===== src/rtl/arb_pkg.sv =====
// Shared constants and state type for the four-channel round-robin arbiter.
package arb_pkg;

    localparam int NUM_CH = 4;
    localparam int SEL_W  = 2;

    typedef enum logic {
        IDLE = 1'b0,
        BUSY = 1'b1
    } arb_state_t;

endpackage : arb_pkg


===== src/rtl/rr_pick4.sv =====
// Rotating-priority search: returns the first requesting channel after ptr,
// scanning ptr+1, ptr+2, ptr+3, ptr (mod 4).
module rr_pick4
    import arb_pkg::*;
(
    input  logic [NUM_CH-1:0] req,
    input  logic [SEL_W-1:0]  ptr,
    output logic              found,
    output logic [SEL_W-1:0]  idx
);

    logic [2*NUM_CH-1:0] dbl_s;
    logic [NUM_CH-1:0]   rot_s;
    logic [SEL_W-1:0]    off_s;

    // Rotate the request vector so bit 0 is the highest-priority channel, then priority-encode.
    always_comb begin
        dbl_s = {req, req};
        rot_s = dbl_s[(3'(ptr) + 3'd1) +: NUM_CH];
        casez (rot_s)
            4'b???1: off_s = 2'd0;
            4'b??10: off_s = 2'd1;
            4'b?100: off_s = 2'd2;
            4'b1000: off_s = 2'd3;
            default: off_s = 2'd0;
        endcase
        idx   = ptr + 2'd1 + off_s;
        found = |req;
    end

endmodule : rr_pick4


===== src/rtl/rr_arbiter_4ch.sv =====
// Four-channel round-robin arbiter with bounded bursts and a registered mux select.
// Optional per-channel grant counters are enabled by defining GRANT_CNT_EN.
module rr_arbiter_4ch
    import arb_pkg::*;
#(
    parameter int MAX_BEATS = 4,
    parameter int CNT_W     = 8
) (
    input  logic                    clk,
    input  logic                    rst,
    input  logic [NUM_CH-1:0]       req,
    input  logic                    out_ready,
    output logic [SEL_W-1:0]        sel,
    output logic [NUM_CH-1:0]       grant,
    output logic                    valid
`ifdef GRANT_CNT_EN
    ,
    output logic [NUM_CH*CNT_W-1:0] grant_cnt
`endif
);

    localparam int BEAT_W = $clog2(MAX_BEATS + 1);

    arb_state_t          state_q, state_d;
    logic [SEL_W-1:0]    ptr_q, ptr_d;
    logic [SEL_W-1:0]    sel_q, sel_d;
    logic [NUM_CH-1:0]   grant_q, grant_d;
    logic [BEAT_W-1:0]   beats_q, beats_d;

    logic                found_s;
    logic [SEL_W-1:0]    pick_idx_s;
    logic                valid_s;
    logic                xfer_s;

    rr_pick4 u_pick (
        .req   (req),
        .ptr   (ptr_q),
        .found (found_s),
        .idx   (pick_idx_s)
    );

    assign valid_s = (state_q == BUSY) & req[sel_q];
    assign xfer_s  = valid_s & out_ready;

    // Next-state: grant from IDLE, count beats in BUSY, release on dropped request or full burst.
    always_comb begin
        state_d = state_q;
        ptr_d   = ptr_q;
        sel_d   = sel_q;
        grant_d = grant_q;
        beats_d = beats_q;
        case (state_q)
            IDLE: begin
                if (found_s) begin
                    sel_d   = pick_idx_s;
                    grant_d = 4'b0001 << pick_idx_s;
                    beats_d = {BEAT_W{1'b0}};
                    state_d = BUSY;
                end else begin
                    state_d = IDLE;
                end
            end
            BUSY: begin
                if (!req[sel_q] || (xfer_s && (beats_q == BEAT_W'(MAX_BEATS - 1)))) begin
                    ptr_d   = sel_q;
                    grant_d = {NUM_CH{1'b0}};
                    beats_d = {BEAT_W{1'b0}};
                    state_d = IDLE;
                end else if (xfer_s) begin
                    beats_d = beats_q + BEAT_W'(1);
                end else begin
                    beats_d = beats_q;
                end
            end
            default: begin
                state_d = IDLE;
                grant_d = {NUM_CH{1'b0}};
                beats_d = {BEAT_W{1'b0}};
            end
        endcase
    end

`ifdef GRANT_CNT_EN
    logic [NUM_CH-1:0][CNT_W-1:0] cnt_q, cnt_d;

    // Saturating count of IDLE->BUSY grants per channel.
    always_comb begin
        cnt_d = cnt_q;
        if ((state_q == IDLE) && found_s && (cnt_q[pick_idx_s] != {CNT_W{1'b1}})) begin
            cnt_d[pick_idx_s] = cnt_q[pick_idx_s] + CNT_W'(1);
        end else begin
            cnt_d = cnt_q;
        end
    end

    assign grant_cnt = cnt_q;
`else
    if (CNT_W < 1) begin : g_cnt_w_unused
    end
`endif

    // Arbiter state register; reset returns to IDLE with ch0 next in line.
    always_ff @(posedge clk or posedge rst) begin
        if (rst) begin
            state_q <= IDLE;
            ptr_q   <= 2'd3;
            sel_q   <= 2'd0;
            grant_q <= 4'b0000;
            beats_q <= {BEAT_W{1'b0}};
`ifdef GRANT_CNT_EN
            cnt_q   <= '0;
`endif
        end else begin
            state_q <= state_d;
            ptr_q   <= ptr_d;
            sel_q   <= sel_d;
            grant_q <= grant_d;
            beats_q <= beats_d;
`ifdef GRANT_CNT_EN
            cnt_q   <= cnt_d;
`endif
        end
    end

    assign sel   = sel_q;
    assign grant = grant_q;
    assign valid = valid_s;

endmodule : rr_arbiter_4ch


===== config.mk =====
export PLATFORM = sky130hd
export DESIGN_NAME = rr_arbiter_4ch
export DESIGN_NICKNAME = d
export VERILOG_FILES = /design/src/rtl/arb_pkg.sv /design/src/rtl/rr_pick4.sv /design/src/rtl/rr_arbiter_4ch.sv
export SDC_FILE = /design/constraint.sdc
export NUM_CORES = 1
export LEC_CHECK = 0
export ABC_CLOCK_PERIOD_IN_PS = 2500
export BUFFER_PORTS_ARGS = -buffer_cell sky130_fd_sc_hd__buf_2
export CAP_MARGIN = 20
export CORE_MARGIN = 4
export CORE_UTILIZATION = 39
export DETAILED_ROUTE_END_ITERATION = 8
export PLACE_DENSITY = 0.64
export SYNTH_ARGS = -nofsm -noshare
export SYNTH_HDL_FRONTEND = slang
export SYNTH_SLANG_ARGS = --single-unit

===== constraint.sdc =====
create_clock -name clk -period 2.5 [get_ports clk]
set_input_delay 0.5 -clock clk [delete_from_list [all_inputs] [get_ports clk]]
set_output_delay 0.5 -clock clk [all_outputs]
set_load 0.01 [all_outputs]

# ---- Word level (Yosys, flattened, before mapping)
# Index checks and enable logic that the tools add are counted.
dict set report word_totals {
  regBits 12
  inputBits 7
  output_inout_bits 7
  word_cells 43
}
dict set report op_classes {
  n_addsub 4
  order_cmp 1
  eq_ne 7
  shift 2
  n_mux 13
  n_bitwise 3
  reduce_logical 8
}
# cell n
set ops {}
lappend ops {{$mux W3} 3}
lappend ops {{$mux W4} 2}
lappend ops {{$pmux W4 S2} 1}
lappend ops {{$reduce_and A2 Y1} 4}
lappend ops {{$shiftx A8 B4 Y4} 1}
lappend ops {{$pmux W2 S3} 1}
lappend ops {{$pmux W3 S2} 1}
lappend ops {{$eq A4 B4 Y1 const B} 1}
lappend ops {{$reduce_or A4 Y1} 1}
lappend ops {{$shl A1 B2 Y4 const A} 1}
lappend ops {{$add A2 B1 Y3 const B} 1}
lappend ops {{$add A3 B1 Y3 const B} 1}
lappend ops {{$eq A3 B2 Y1 const B} 1}
lappend ops {{$eq A3 B3 Y1 const B} 1}
lappend ops {{$lt A2 B3 Y1 const B} 1}
lappend ops {{$mux W1} 3}
lappend ops {{$ne A3 B1 Y1 const B} 1}
lappend ops {{$add A2 B1 Y2 const B} 1}
lappend ops {{$add A2 B2 Y2} 1}
lappend ops {{$and A1 B1 Y1} 2}
lappend ops {{$bmux W1 S2} 1}
lappend ops {{$eq A2 B2 Y1 const B} 1}
lappend ops {{$ne A2 B1 Y1 const B} 1}
lappend ops {{$ne A2 B2 Y1 const B} 1}
lappend ops {{5 further kinds} 5}

# ---- Logic depth before layout (Yosys ltp)
# Gate-level depths: netlist of the first run.
dict set report depth {
  word_depth 8
  ltp_mapped 10
}

# ---- Modules after synthesis
# From an unflattened synthesis of the first run, not the netlist that was laid out.
dict set report hier_totals {
  cells_unflattened 78
  hier_area_um2 794.5
}
# module instances cells_each area_each_um2 seq_area_each_um2
set modules_own_cells {}
lappend modules_own_cells {rr_arbiter_4ch 1 49 591.8 302.8}
lappend modules_own_cells {rr_pick4 1 29 202.7 0.0}

# ---- Worst setup path after synthesis of the first run
# Ideal clock, no wire load.
dict set report synth_path {
  path_kind {input -> register}
  from {in req[3]}
  to {reg grant_q[0], in the netlist grant[0]}
  setup_ns 0.068
  arrival_ns 1.809
  required_ns 2.432
  slack_ns 0.623
  stages 10
  path_buffers 1
  cell_sequence {buf_6 -> and2b_2 -> a21oi_1 -> o21ai_0 -> o21ai_0 -> ha_1 -> xor2_1 -> and3_1 -> nand3_1 -> nand3_1}
}
dict set report synth_between {
  elab_chain_len 8
  elab_cells_between_ends 20
  cone_classes {add/sub: 1; eq/ne: 5; shift: 2; mux: 5; bitwise: 2; reduce/logical: 5}
}
# element line_no
set synth_lines {}
lappend synth_lines {{from (decl)} rr_arbiter_4ch.sv:11} ;# input logic [NUM_CH-1:0] req,
lappend synth_lines {{branches (longest 8 deep; another with $add A2 B2 Y2)} --}
lappend synth_lines {{to (signal assigned)} rr_arbiter_4ch.sv:117} ;# grant_q <= grant_d;
lappend synth_lines {{to (decl)} rr_arbiter_4ch.sv:27} ;# logic [NUM_CH-1:0] grant_q, grant_d;
# Parallel ways; which one is timed is not known. The select of a mux whose other input is x is not followed.
# A chain may end at the register's enable or synchronous reset.

# ---- Worst setup path after layout of the first run
dict set report layout_path {
  from {reg sel_q[1], in the netlist sel[1]}
  to {out valid}
}
dict set report layout_between {
  elab_chain_len 3
}
# element line_no
set layout_lines {}
lappend layout_lines {{from (decl)} rr_arbiter_4ch.sv:26} ;# logic [SEL_W-1:0] sel_q, sel_d;
lappend layout_lines {{from (signal assigned)} rr_arbiter_4ch.sv:116} ;# sel_q <= sel_d;
lappend layout_lines {{$bmux W1 S2} rr_arbiter_4ch.sv:42} ;# assign valid_s = (state_q == BUSY) & req[sel_q];
lappend layout_lines {{$mux W1 (not written as such)} rr_arbiter_4ch.sv:42}
lappend layout_lines {{$and A1 B1 Y1} rr_arbiter_4ch.sv:42}
lappend layout_lines {{to (decl)} rr_arbiter_4ch.sv:15} ;# output logic valid
# No other way between the ends. The select of a mux whose other input is x is not followed.

==> results of run 1 <==
-- worst max-delay path: stages (launching register included) --
cell and delay [ps]:
dfrtp_1 420, mux4_2 570, and2_2 230, buf_2 140
-- state kept, by name, summed over array words and instances, names as in the netlist --
| name | cells |
|---|---|
| ptr_q | 2 |
| beats_q | 3 |
| grant | 4 |
| sel | 2 |
| state_q | 1 |
-- power by group through the flow --
stage,clock network [mW],logic (mW),registers (mW)
final,0.156,0.568,0.371
after CTS,0.161,0.572,0.370
after detailed placement,0,0.566,0.373
after global routing,0.175,0.644,0.382
after floorplan,0,0.443,0.354
after global placement,0,0.565,0.370
-- synth_stat cells (2+ instances only) --
master,instances
a21oi_1,6
and3_1,2
dfrtp_1,10
dfstp_2,2
ha_1,3
inv_1,4
nand2_1,15
nand3_1,9
nor2_1,9
nor3_1,3
o21ai_0,10
o31ai_1,2
or3_1,2
-- logic make-up after synthesis --
kind of cell | after synthesis | synth area share
adders and majority gates | 3 | 0.04688
and+or+nand+nor | 45 | 0.2656
xor gates and xnor gates | 2 | 0.02188
DFF | 12 | 0.3781
buffers and inverters | 6 | 0.03905
AOI/OAI and AO/OA | 26 | 0.2063
muxes | 2 | 0.04218
-- metal layers --
layer	vias to the layer above	share of wire	global-route usage
met5	-	0	0
met4	0	0.0071	0.06383
met3	2	0.037	0.02535
met2	10	0.45	0.2245
met1	322	0.51	0.1824
li1	370	-	-
-- area by class of cell --
cell class / count / share of cell area
Tap cell: 27 / 0.03673
Inverter: 4 / 0.01633
Timing Repair Buffer: 13 / 0.07075
Sequential cell: 12 / 0.3293
Clock buffer: 4 / 0.03946
Multi-Input combinational cell: 78 / 0.5075
-- how the worst max path moves through the flow --
| stage | from | to | slack (ps) | depth (start not counted) |
|---|---|---|---|---|
| 6_report | sel[1] | valid | 380 | 3 |
| 5_1_grt | ptr_q[1] | grant[2] | 220 | 9 |
| 4_1_cts | sel[1] | valid | 350 | 3 |
| 3_5_place_dp | req[2] | grant[0] | 310 | 11 |
| 3_3_place_gp | req[2] | grant[0] | 310 | 11 |
| 2_1_floorplan | req[3] | grant[0] | 620 | 10 |
-- per-stage QoR --
stage | utilization | instance area, um^2 | instances
finish | 0.4688 | 919.6 | 138
global route | 0.4688 | 919.6 | 138
CTS | 0.4688 | 919.6 | 138
detailed placement | 0.4503 | 883.3 | 134
global placement | 0.4503 | 883.3 | 134
floorplan | - | 800.8 | 96
==> summary.md, run 1 <==
| Metric | Value |
|---|---|
| R2R Path Start | ptr_q[1] |
| LEAKAGE | 0.4285 nW |
| Initial core utilization | 0.4082 |
| Total power | 1.096 mW |
| CP Class | reg -> out |
| Switch share | 0.4353 |
| # hold bufs at CTS | 0 |
| Setup ws final | 375.9 ps |
| Finish-stage setup viols | 0 |
| First-pass GRT wire length | 2.918 mm |
| Port Buf Inserts | 13 |
| Die Footprint | 2842 um^2 |
| # resized after CTS | 0 |
| Yosys top cell by area | dfrtp_1 |
| Final wirelength | 1.690 mm |
| Critical Path RT | 2000 ps |
| CTS tree | built |
| Synth Register Bits | 12 |
| Mapped Nets | 106 |
| Yosys top cell area share | 0.3125 |
| Most frequent cells in the layout | nand2_1 (15), buf_2 (13), o21ai_0 (10), dfrtp_1 (10) |
| Detail Route Antenna Nets | 0 |
| Combinational share of power | 0.519 |
| Min Clock Period, post-route | 2124 ps |
| Clk_skew | 4.739 ps |
| Final RePlAce weighted congestion | 0.8338 |
| ANT cells | 0 |
| EDFF count, synth | 0 |
| DR WL/cell | 12.25 um |
| Post-Place Setup Slack | 310.0 ps |
| Die Wd | 53.31 um |
| Setup crit start kind | register |
| Worst Path Max Fanout | 4 |
| Status | finished, final reports clean |
| Clock power share | 0.143 |
| Register area | 302.8 um^2 |
| 1st-iter DRT viols | 10 |
| Post-DP HPWL | 1.285 mm |
| Int Power | 0.6187 mW |
| Largest cells by area after synthesis | dfrtp_1 (31%), nand2_1 (7.0%), dfstp_2 (6.6%) |
| Clk buf depth | 2 |
| Max Fclk | between 400 and 500 MHz |
| Final period utilization | 0.8496 |
| R2r setup slk | 460 ps |
| Clock Latency Late Sink | 270 ps |
| TritonCTS Buffers | 3 |
| Worst hold margin | 221.1 ps |
| Max Slew Vio Count | 0 |
| Clock Tree Root | clkbuf_4 |
| Share of cells above drive strength 1 | 0.2523 |
| Final hold violations | 0 |
| Async SR Flop Fraction | 1.000 |
| Maximum vdd drop | 0.0006801 V |
| Worst-Margin Slew | 466.5 ps |
| CP endpoint kind | output port |
| FP Rows | 16 |
| RR Endpoint | grant[2] |
| Post-route DRC violation count | 0 |
| Antenna violations before repair | 0 |
| Filler cells | 211 |
| H-Tree Depth | 1 |
| DR vias | 704 |
| Clock transition at the registers of the reported paths | 80 ps |
| Die H | 53.31 um |
| IO Count | 14 |
| Gate Count Post-Synth | 96 |
| Unrepaired setup endpoints after global routing | false |
| Post-CTS setup buffers | 0 |
| Fin Setup TNS | 0 ps |
| Gr usage total | 0.1409 |
| Relative slew slack | 0.6887 |
| WP data arrival | 1620 ps |
| Area of the core | 1962 um^2 |
| P&R area growth vs syn | 14.84% |
| Library cells used by synthesis | 32 |
| Post-synthesis sequential area ratio | 0.3781 |
| Cell Pwr Density | 1191 nW/um^2 |
| Overflow after GRT | 0 |
| Vias per cell | between 5 and 6 |
| Worst R2R Path Depth | 9 |
| Hold Crit Class | in -> async |
| First-pass detailed-route iteration total | 4 |
| Final net count | ~120 |
| Max-Cap Viols | 0 |
| Cell area after synthesis | 800.8 um^2 |
| Switch Pwr | 0.4768 mW |
| Commonest non-fill, non-tap cell in the layout | nand2_1 |
| Synthesized area per cell | 8.341 um^2 |
| Clk sinks | 12 |
| Vias in the first global route | 674 |
| Pin count of the biggest net entering global routing | 13 |
| Yosys warns | 0 |
| Top_reg_cell synth | dfrtp_1 |
| Reg power frac | 0.339 |
| Area of the multi-input gates | 466.7 um^2 |
Note: power is estimated with default switching activity, not from simulation.
==> run 2, diff against run 1 <==
- ABC_CLOCK_PERIOD_IN_PS: 2500 -> 1860
- PLACE_DENSITY: 0.64 -> 0.66
- clock period: 2.5 -> 1.86 ns (I/O delays scaled with it)
==> run 2 against run 1 <==
  * The flow now finishes with violations (negative setup slack)
  * Cell area rose by 18%
  * Final cell count increased by 9.4%
  * Non-clock buffer count up 13
  * Critical path depth did not move
  * Via count increased by 11%
  * Worst setup slack lost 420 ps
  * Clock-buffer cell count is the same
  * Combinational power increased by 95%
  * Total power increased by 65%
  * Flip-flop and latch count stayed put
  * Clock skew shrank 2.4 ps
  * Clock power is 36% higher
  * Highest routed layer unchanged
==> summary.md, run 2 (synthesis results as in run 1) <==
| Metric | Value |
|---|---|
| Status | finished, violations left |
| Setup ws final | -42.98 ps (-418.9 ps) |
| Final period utilization | 1.023 |
| Final core utilization | 0.5542 (+0.08546) |
| Critical Path RT | 1490 ps (-510 ps) |
| CP endpoint kind | output port |
| Detail Route Antenna Nets | 0 (unchanged) |
| DR WL/cell | 13.05 um (+6.6%) |
| Total power | 1.807 mW (+65%) |
| Worst R2R Path Depth | 9 (unchanged) |
| Cell Pwr Density | 1662 nW/um^2 (+40%) |
| ANT cells | 0 (unchanged) |
| Fin Setup TNS | -42.98 ps (-42.98 ps) |
| Met1 Track Usage GR | 0.1976 (+0.01513) |
| Relative slew slack | 0.6905 (+0.001801) |
| Die H | 53.31 um (unchanged) |
| CTS tree | built |
| Clk buf depth | 2 (unchanged) |
| Final net count | 135 (+11%) |
| 1st-iter DRT viols | 7 (-3) |
| Hold Crit Class | in -> async |
| Die Footprint | 2842 um^2 (unchanged) |
| Worst-Margin Slew | 464.3 ps (-2.188 ps) |
| Final RePlAce weighted congestion | 0.8001 (-4.0%) |
| Final hold violations | 0 (unchanged) |
| WP data arrival | 1530 ps (-90 ps) |
| IO Count | 14 (unchanged) |
| Antenna violations before repair | 0 (unchanged) |
| R2R Path Start | ptr_q[1] |
| GR Util met3 | 0.04507 (+0.01972) |
| Filler cells | 206 (-2.4%) |
| Clock Latency Late Sink | 280 ps (about the same) |
| Register area | 302.8 um^2 (unchanged) |
| TritonCTS Buffers | 3 (unchanged) |
| Gr usage total | 0.1595 (+0.01858) |
| H-Tree Depth | 1 (unchanged) |
| Clock Tree Root | clkbuf_4 |
| Min Clock Period, post-route | ~1900 ps |
| Pin count of the biggest net entering global routing | 13 (unchanged) |
| CP Class | reg -> out |
| Worst Path Max Fanout | 4 (unchanged) |
| First-pass GRT wire length | 3.243 mm (+11%) |
| Clk sinks | 12 (unchanged) |
| First-pass detailed-route iteration total | 4 (unchanged) |
| Max Fclk | 525.5 MHz |
| Vias in the first global route | 747 (+11%) |
| Final wirelength | 1.971 mm (+17%) |
| Overflow after GRT | 0 (unchanged) |
| Most frequent cells in the layout | nand2_1 (15), buf_2 (12), buf_4 (12) |
| Failing checks | negative setup slack |
| Post-route DRC violation count | 0 (unchanged) |
| R2r setup slk | 20 ps (-440 ps) |
| Finish-stage setup viols | 1 (+1) |
| Commonest non-fill, non-tap cell in the layout | nand2_1 |
| DR vias | 778 (+11%) |
| RR Endpoint | grant[2] |
| Met2 GRT Util | 0.2469 (+0.02245) |
| Area of the core | 1962 um^2 (unchanged) |
| Initial core utilization | 0.4082 (unchanged) |
| Unrepaired setup endpoints after global routing | true |
| Share of cells above drive strength 1 | 0.4274 (+0.1752) |
| Setup crit start kind | register |
| Port Buf Inserts | 13 (unchanged) |
| Busiest layer in global routing | met2 |
| Area of the multi-input gates | 526.8 um^2 (+13%) |
| Max-Cap Viols | 0 (unchanged) |
| FP Rows | 16 (unchanged) |
| Die Wd | 53.31 um (unchanged) |
| Post-DP HPWL | 1.406 mm (+9.5%) |
| Max Slew Vio Count | 0 (unchanged) |
| Clock transition at the registers of the reported paths | 80 ps (about the same) |
| Largest register FFs | 4 (unchanged) |
| LEAKAGE | 0.5105 nW (+19%) |
| Clk_skew | 2.311 ps (-2.428 ps) |
| P&R area growth vs syn | 35.78% |
| Maximum vdd drop | 0.0008022 V (+18%) |
| Vias per cell | 5.152 (+1.0%) |
==> run 2: what timing repair did <==
action | 4_1_cts | 5_1_grt
resized for setup | 6 | 17
buffers inserted | 1 | 1
setup endpoints to repair | 4 | 6
pin swaps | 1 | 9
hold buffers | 0 | 0
cloned | 0 | 0
==> run 2: cell type report <==
| class | count | share of cell area |
|---|---|---|
| multi-input cells | 78 | 0.4845 |
| flip-flops and latches | 12 | 0.2785 |
| repair buffers | 26 | 0.1588 |
| clock buffers | 4 | 0.03337 |
| well taps | 27 | 0.03107 |
| inverters | 4 | 0.01381 |
==> run 2: worst max path at each step <==
stage                to  startpoint  cells past startpoint
2_1_floorplan  grant[2]    ptr_q[1]                     10
3_3_place_gp   grant[2]      req[2]                     11
3_5_place_dp   grant[2]      req[2]                     11
4_1_cts           valid      sel[1]                      3
5_1_grt           valid      sel[1]                      3
6_report          valid      sel[1]                      3
==> run 2: stage by stage <==
stage | instance area [um^2] | hold slack, ps | std cells | worst slack (ps)
3_5_place_dp | 965.9 | 409.8 | 145 | -74.77
2_1_floorplan | 800.8 | 235.3 | 96 | 1.606
4_1_cts | 1040 | 99.56 | 150 | -55.89
3_3_place_gp | 965.9 | 400.2 | 145 | -69.85
6_report | 1087 | 87.13 | 151 | -42.98
5_1_grt | 1087 | 114.9 | 151 | -104.4
==> run 2: metal layers <==
metal | wire (um) | vias to the layer above
li1 | - | 401
met5 | 0 | -
met2 | 946 | 11
met1 | 925 | 364
met3 | 74 | 2
met4 | 25 | 0
==> run 2: worst max-delay path: stages, from the launching register on <==
cell	delay, ps
dfrtp_1	410
mux4_2	560
and2_4	170
buf_6	110
==> run 2: report_power, final <==
part | switching [mW] | leakage, nW | internal (mW)
sequential | 0.0996 | 0.149 | 0.386
clock | 0.0930 | 0.0210 | 0.119
combinational | 0.577 | 0.340 | 0.533
